==> src/rtl/fir_seq_pkg.sv <==
// Shared constants and FSM state encoding for the time-multiplexed FIR tap sequencer.
// Latency: none (declarations only).
// Backpressure: not applicable.
package fir_seq_pkg;

    localparam int NTAPS = 10;       // taps / delay-line depth
    localparam int XW    = 4;        // sample width
    localparam int MW    = 8;        // partial-product width from the ROM
    localparam int TW    = 4;        // tap-index width
    localparam int OW    = MW + TW;  // accumulator width, wide enough for NTAPS*(2^MW-1)

    typedef enum logic [1:0] {
        IDLE  = 2'd0,
        ISSUE = 2'd1,
        WAIT  = 2'd2,
        DONE  = 2'd3
    } state_t;

endpackage

==> src/rtl/fir_delay_line.sv <==
// NTAPS-deep sample shift register with a tap-select read mux.
// Latency: shift takes effect on the next rising edge; the read mux is combinational.
// Backpressure: none; the parent only asserts shift on an accepted sample.
module fir_delay_line
    import fir_seq_pkg::*;
(
    input  logic          clk,
    input  logic          rst_n,
    input  logic          shift,
    input  logic [XW-1:0] x_in,
    input  logic [TW-1:0] tap,
    output logic [XW-1:0] x_tap
);

    logic [XW-1:0] x [NTAPS];

    // Newest sample enters at x[0]; the oldest falls off the end.
    always_ff @(posedge clk or negedge rst_n) begin
        if (!rst_n) begin
            for (int k = 0; k < NTAPS; k++) begin
                x[k] <= '0;
            end
        end else if (shift) begin
            x[0] <= x_in;
            for (int k = 1; k < NTAPS; k++) begin
                x[k] <= x[k-1];
            end
        end
    end

    // Select x[tap]; out-of-range tap indices read as zero.
    always_comb begin
        x_tap = '0;
        for (int k = 0; k < NTAPS; k++) begin
            if (tap == TW'(k)) begin
                x_tap = x[k];
            end
        end
    end

endmodule

==> src/rtl/fir_tap_sequencer.sv <==
// Walks the FIR taps one per cycle through a shared clocked ROM and accumulates the products.
// Latency: accept in T, ROM reads T+1..T+10, result valid from T+12; 13-cycle minimum period.
// Backpressure: in_ready low outside IDLE; result held in DONE until out_ready.
module fir_tap_sequencer
    import fir_seq_pkg::*;
(
    input  logic             clk,
    input  logic             rst_n,
    input  logic             in_valid,
    output logic             in_ready,
    input  logic [XW-1:0]    x_in,
    output logic             rom_en,
    output logic [TW+XW-1:0] rom_addr,
    input  logic [MW-1:0]    rom_data,
    output logic             out_valid,
    input  logic             out_ready,
    output logic [OW-1:0]    y_out,
    output logic             busy
);

    state_t        state;
    state_t        state_nx;
    logic [TW-1:0] tap;
    logic          rdv;
    logic [OW-1:0] acc;
    logic          in_ready_q;
    logic          accept;
    logic [XW-1:0] x_tap;

    assign accept = in_valid & in_ready_q;

    fir_delay_line u_delay_line (
        .clk   (clk),
        .rst_n (rst_n),
        .shift (accept),
        .x_in  (x_in),
        .tap   (tap),
        .x_tap (x_tap)
    );

    // Next-state logic: one pass over the taps, one drain cycle, then hold the result.
    always_comb begin
        state_nx = state;
        case (state)
            IDLE:    if (accept)                  state_nx = ISSUE;
            ISSUE:   if (tap == TW'(NTAPS - 1))   state_nx = WAIT;
            WAIT:                                 state_nx = DONE;
            DONE:    if (out_ready)               state_nx = IDLE;
            default:                              state_nx = IDLE;
        endcase
    end

    // State register; in_ready is registered so it stays low while reset is asserted.
    always_ff @(posedge clk or negedge rst_n) begin
        if (!rst_n) begin
            state      <= IDLE;
            in_ready_q <= 1'b0;
        end else begin
            state      <= state_nx;
            in_ready_q <= (state_nx == IDLE);
        end
    end

    // Tap counter: restarts on accept, advances once per issued read, wraps after the last tap.
    always_ff @(posedge clk or negedge rst_n) begin
        if (!rst_n) begin
            tap <= '0;
        end else if (accept) begin
            tap <= '0;
        end else if (state == ISSUE) begin
            tap <= (tap == TW'(NTAPS - 1)) ? '0 : tap + 1'b1;
        end
    end

    // Read-data-valid tracks the ROM's one-cycle latency; rom_data outside it is ignored.
    always_ff @(posedge clk or negedge rst_n) begin
        if (!rst_n) begin
            rdv <= 1'b0;
            acc <= '0;
        end else begin
            rdv <= rom_en;
            if (accept) begin
                acc <= '0;
            end else if (rdv) begin
                acc <= acc + OW'(rom_data);
            end
        end
    end

    assign in_ready  = in_ready_q;
    assign rom_en    = (state == ISSUE);
    assign rom_addr  = rom_en ? {tap, x_tap} : '0;
    assign out_valid = (state == DONE);
    assign y_out     = out_valid ? acc : '0;
    assign busy      = (state != IDLE);

endmodule

==> config.mk <==
export PLATFORM = sky130hd
export DESIGN_NAME = fir_tap_sequencer
export DESIGN_NICKNAME = d
export VERILOG_FILES = /design/src/rtl/fir_seq_pkg.sv /design/src/rtl/fir_delay_line.sv /design/src/rtl/fir_tap_sequencer.sv
export SDC_FILE = /design/constraint.sdc
export NUM_CORES = 1
export LEC_CHECK = 0
export CORE_MARGIN = 2
export CORE_UTILIZATION = 29
export CTS_BUF_LIST = sky130_fd_sc_hd__clkbuf_4 sky130_fd_sc_hd__clkbuf_8
export DETAILED_ROUTE_END_ITERATION = 6
export MAX_ROUTING_LAYER = met4
export PLACE_DENSITY = 0.5
export SYNTH_ARGS = -nofsm -noshare
export SYNTH_HDL_FRONTEND = slang
export SYNTH_SLANG_ARGS = --single-unit
==> constraint.sdc <==
create_clock -name clk -period 2.7 [get_ports clk]
set_clock_uncertainty 0.2 [all_clocks]
set_input_delay 0.54 -clock clk [delete_from_list [all_inputs] [get_ports clk]]
set_output_delay 0.54 -clock clk [all_outputs]
set_load 0.01 [all_outputs]
==> results.toml, run 1 <==
[critical_path]
worstPathArrival_ns = 1.88
critical_path_class = "register to output pin"
critical_path.max_stage_delay_ns = 0.50
worstPathRequired_ns = 1.96
cp_top_family = "multiplexers"
worstSetupStartpointType = "register"
cp-end-kind = "output pin"
path_max_fanout = 4
path_cells = "buf_6 -> mux4_2 -> nor2_2 -> a311oi_1 -> o31a_1 -> buf_2"
critPathSlowestCell = "mux4_2"
critPathBufInv = 2

[global_route]
grt_pass1_wl_um = 14800
track_usage_pct = 15.3
antenna_found_initial = 0
grt_pass1_vias = 2874
grt_max_degree = 46
grt_overflow = 0

[floorplan]
die_h_um = 111
die_area_mm2 = 0.0124
core-area_mm2 = 0.0113
rows = 39
initial_core_util_pct = 29.5
die_x_um = 111
pin_count = 40

[route]
detail-route-antenna-nets = 0
wire_per_inst_um = 14.8
vias = 2915
routed_via_density = 4.93
dr.pass1.iters = 5
drc = 0
drt_iter0_markers = 146
wl_um = 8740

[power_and_ir_drop]
power.density_mw_per_mm2 = 1150
ir_worst_vdd_v = 0.000479
internal_power_mw = 2.99
p_seq_share_pct = 32.7
p_leak_nw = 2.10
p_clk_share_pct = 17.2
p_sw_share_pct = 40.0
combPwrFrac_pct = 50.1
p_sw_mw = 1.99

[synth]
synth_edf_count = 0
yosys.cell_types.count = 55
synth_area_mm2 = 0.00334
yosys.area.top_type = "dfrtp_1"
ys.flop_type = "dfrtp_1"
synth_fp_nets = 407
synth.ff_latch_count = 60
synth_warnings = 0
netlist.area_leader.share_pct = 45.0
syn_inst = 382
async_reset_ff_share_pct = 100
synth-seq-area-share_pct = 45.0
synthTopCellsByArea = "dfrtp_1, nand2_1, ha_1, and3_1, mux4_2"
syn_area_per_cell_um2 = 8.74

[clock_network]
cts-root-buf = "clkbuf_8"
cts_buffer_depth = 2
cts_hold_buf = 0
clk_pin_slew_ns = 0.08
cts_num_sinks = 60
htree_levels = 3
cts_made_buffers = 9
clk_latency_ns = 0.34
cts_tree = "built"

[finish]
drive_gt1_share_pct = 18.5
fillers = 1191
seq_area_mm2 = 0.00150
final_common_cell = "nand2_1"
postLayoutCellArea_mm2 = 0.00434
final_cell_mix = "nand2_1, dfrtp_1, clkdlybuf4s50_1, buf_4, and3_1"
multiInputGateArea_mm2 = 0.00176
syn_to_final_growth_pct = 30.0
final_nets = 468
num_antenna_cells = 0

[status]
status = "completed"

[place]
placed_area_mm2 = 0.00402
hpwl_um = 5930
globalplace.congestion = 0.844
pre_cts_slack_ns = -0.0899
portBuffers = 39

[timing]
final-setup-viol-count = 0
layout_min_cycle_time_ns = 2.62
tightest_slew_ns = 0.638
setup_ws_ns = 0.0787
timing.slew.headroom_pct = 57.4
max_clock_freq_mhz = 381
final_hold_viol_count = 0
finalMaxSlewViolations = 0
rsz0062_at_grt = "true"
period_share_pct = 97.1

[worst_hold_path]
hold_path.class = "input port to asynchronous set/reset pin"

[run]
maxCapViolCount = 0
## synth_stat cells (all sizes together), types with 3 or more instances
library cell  number
a211oi             8
a21o               5
a21oi             12
a31oi              5
and2               7
and3              15
buf                6
clkbuf            16
dfrtp             60
ha                 8
inv                8
mux2i              8
mux4               4
nand2            131
nand2b             4
nand3              5
nor2              15
nor2b              7
nor3               5
nor3b              4
o211ai             3
o21a               4
o21ai              6
o31a               3
or2                3
## repair_timing
| action | 4_1_cts | 5_1_grt |
|---|---|---|
| resized for setup | 21 | 17 |
| endpoints found under the setup margin | 7 | 6 |
| buffers inserted | 8 | 1 |
| pin swaps | 0 | 6 |
## cell families (layout without fill, tap and decap cells)
family | count (synthesis) | after routing | synth area share, %
xor gates and xnor gates | 2 | 2 | 0.525
adders and majority gates | 9 | 9 | 3.60
DFF | 60 | 60 | 45.0
buffers and inverters | 30 | 96 | 3.64
AOI/OAI and AO/OA | 65 | 65 | 14.7
muxes | 13 | 13 | 5.43
and+or+nand+nor | 203 | 203 | 27.1
## worst paths after layout
check / start / endpoint / slack [ns] / cells past startpoint
setup / recovery: tap[0] / rom_addr[3] / 0.08 / 6
hold / removal: rst_n / acc[5] / 0.007 / 1
setup reg to reg: acc[1] / acc[7] / 0.49 / 5
hold reg to reg: u_delay_line.x[1] / u_delay_line.x[1] / 0.29 / 2
max in group asynchronous: rst_n / tap[0] / 1.64 / 2
min in group clk: u_delay_line.x[1] / u_delay_line.x[1] / 0.29 / 2
## power groups by stage
stage | registers, mW | clock network, mW | logic (mW)
2_1_floorplan | 1.51 | 0 | 1.57
3_3_place_gp | 1.65 | 0 | 2.29
3_5_place_dp | 1.66 | 0 | 2.33
4_1_cts | 1.62 | 0.889 | 2.44
5_1_grt | 1.69 | 0.929 | 2.78
6_report | 1.63 | 0.855 | 2.50
## sequential cells by signal (all words and copies together) (netlist names)
signal and count:
state 2, tap 4, acc 12, in_ready 1, u_delay_line.x 40, rdv 1
## metrics by stage
stage	instances	power, mW	setup TNS [ns]	util (%)	hold slack, ns
2_1_floorplan	382	3.08	0	-	0.0444
3_3_place_gp	566	3.94	-0.0962	35.5	0.269
3_5_place_dp	566	3.99	-0.395	35.5	0.264
4_1_cts	590	4.95	-0.0662	37.9	0.0146
5_1_grt	591	5.40	-0.0476	38.3	0.0328
6_report	591	4.98	0	38.3	0.00707
## layout make-up
class | instances | area share [%]
Multi-Input combinational cell | 292 | 40.6
Sequential cell | 60 | 34.6
Timing Repair Buffer | 72 | 15.1
Tap cell | 143 | 4.12
Clock buffer | 12 | 3.66
Clock inverter | 4 | 1.10
Inverter | 8 | 0.692
## layer usage
metal | wire length [um] | GRT usage (%)
met5 | 0 | -
met4 | 158 | 5.43
met3 | 312 | 3.23
met2 | 4050 | 23.2
met1 | 4230 | 20.4
(Power assumes the default switching activity.)
==> run 2: changes to the inputs <==
ABC_CLOCK_PERIOD_IN_PS = 2700   (was default)
CAP_MARGIN = 20   (was default)
==> results of run 2 <==
Same layout as run 1: the final DEF is identical, and so are final timing and power.
==> run 3: changes to the inputs <==
ABC_CLOCK_PERIOD_IN_PS = 3150   (was 2700)
clock period = 3.15 ns   (was 2.7 ns; I/O delays follow)
==> results.toml, run 3 (same netlist as run 1, synthesis figures left out) <==
[route]
wire_per_inst_um = 14.5
dr.pass1.iters = 4
wl_um = 8320
drc = 0
routed_via_density = 4.87
drt_iter0_markers = 200
vias = 2783
detail-route-antenna-nets = 0

[global_route]
grt_use_met1_pct = 19.8
grt_max_degree = 61
grt_overflow = 0
busiest_layer = "met2"
grt_pass1_vias = 2790
gr-usage-met3_pct = 3.44
antenna_found_initial = 0
met2_usage_pct = 21.5
grt_pass1_wl_um = 14200
track_usage_pct = 14.7

[critical_path]
worstPathArrival_ns = 2.19
worstPathRequired_ns = 2.32
rrSetupSlack_ns = 0.93
worstSetupStartpointType = "register"
cp-end-kind = "output pin"
path_max_fanout = 12
critical_path_class = "register to output pin"

[floorplan]
die_area_mm2 = 0.0124
rows = 39
die_x_um = 111
core-area_mm2 = 0.0113
die_h_um = 111
pin_count = 40
initial_core_util_pct = 29.5

[timing]
tns_ns = 0
timing.slew.headroom_pct = 48.3
final_hold_viol_count = 0
setup_ws_ns = 0.135
tightest_slew_ns = 0.775
period_share_pct = 95.7
max_clock_freq_mhz = 332
rsz0062_at_grt = "false"
finalMaxSlewViolations = 0
final-setup-viol-count = 0
layout_min_cycle_time_ns = 3.02

[finish]
top_register = "u_delay_line.x"
largest_register_ffs = 40
final_common_cell = "nand2_1"
syn_to_final_growth_pct = 24.3
final_nets = 449
final_cell_mix = "nand2_1, dfrtp_1, clkdlybuf4s50_1, and3_1, nor2_1"
num_antenna_cells = 0
postLayoutCellArea_mm2 = 0.00415
top_regs = "u_delay_line.x (40), acc (12), tap (4)"
drive_gt1_share_pct = 11.7

[place]
globalplace.congestion = 0.844
hpwl_um = 5660
pre_cts_slack_ns = 0.241
placed_area_mm2 = 0.00390
portBuffers = 39

[clock_network]
cts_tree = "built"
cts_made_buffers = 9
cts-root-buf = "clkbuf_8"
cts_num_sinks = 60
htree_levels = 3
clk_latency_ns = 0.34
cts_buffer_depth = 2
clk_pin_slew_ns = 0.07

[status]
status = "completed"

[run]
maxCapViolCount = 0

[worst_hold_path]
hold_path.class = "input port to asynchronous set/reset pin"

[power_and_ir_drop]
p_leak_nw = 2.02
power.density_mw_per_mm2 = 969
ir_worst_vdd_v = 0.000285
==> run 3: cell types whose count changed in the layout (fill, tap and decap cells not counted), sizes merged <==
cell,previous run,this run
buf,38,15
clkdlybuf4s50,34,35
dlymetal6s2s,0,3
==> run 3: through the flow <==
stage          cells  power, mW  hold WS, ns  util [%]
2_1_floorplan    382       2.64        0.134         -
3_3_place_gp     554       3.28        0.256      34.5
3_5_place_dp     554       3.31        0.267      34.5
4_1_cts          570       4.05        0.276      36.3
5_1_grt          572       4.36        0.305      36.6
6_report         572       4.02        0.243      36.6
==> run 3: metal layers <==
| metal | vias to the layer above | part of all wire (%) |
|---|---|---|
| li1 | 1402 | - |
| met1 | 1319 | 49 |
| met2 | 50 | 45 |
| met3 | 12 | 4.1 |
| met4 | 0 | 1.9 |
| met5 | - | 0 |
==> run 3: cell type report <==
cell class,instances,area (um^2)
Clock inverter,4,47.5
Timing Repair Buffer,53,505
Sequential cell,60,1500
Multi-Input combinational cell,292,1720
Tap cell,143,179
Clock buffer,12,159
Inverter,8,30.0
Fill cell,1184,7170
==> run 3: path summary, 6_finish.rpt <==
| check | start | depth (start not counted) | to |
|---|---|---|---|
| min in group clk | u_delay_line.x[2] | 2 | u_delay_line.x[2] |
| worst min register to register | u_delay_line.x[2] | 2 | u_delay_line.x[2] |
| max in group asynchronous | rst_n | 2 | tap[1] |
| worst max register to register | acc[1] | 5 | acc[9] |
| worst max-delay path | tap[1] | 6 | rom_addr[1] |
| worst min-delay path | rst_n | 2 | acc[6] |
==> run 3: worst max-delay path, stage by stage (launching register included) <==
cell             delay (ns)
dfrtp_2                0.51
nor3b_2                0.23
buf_6                  0.17
a21oi_1                0.05
o221ai_1               0.18
o211a_1                0.17
clkdlybuf4s50_1        0.53
==> run 3: where the power goes <==
part | internal (mW) | switching, mW | total, mW
Combinational | 0.901 | 0.984 | 1.88
Sequential | 1.09 | 0.327 | 1.42
Clock | 0.415 | 0.301 | 0.715
==> run 3: repair_timing <==
| action | CTS | global route |
|---|---|---|
| gates resized for setup | 2 | 7 |
| setup endpoints to repair | 4 | 4 |
| hold buffers | 0 | 0 |
| pin swaps | 0 | 0 |
| setup buffers | 0 | 2 |
| cloned | 0 | 0 |
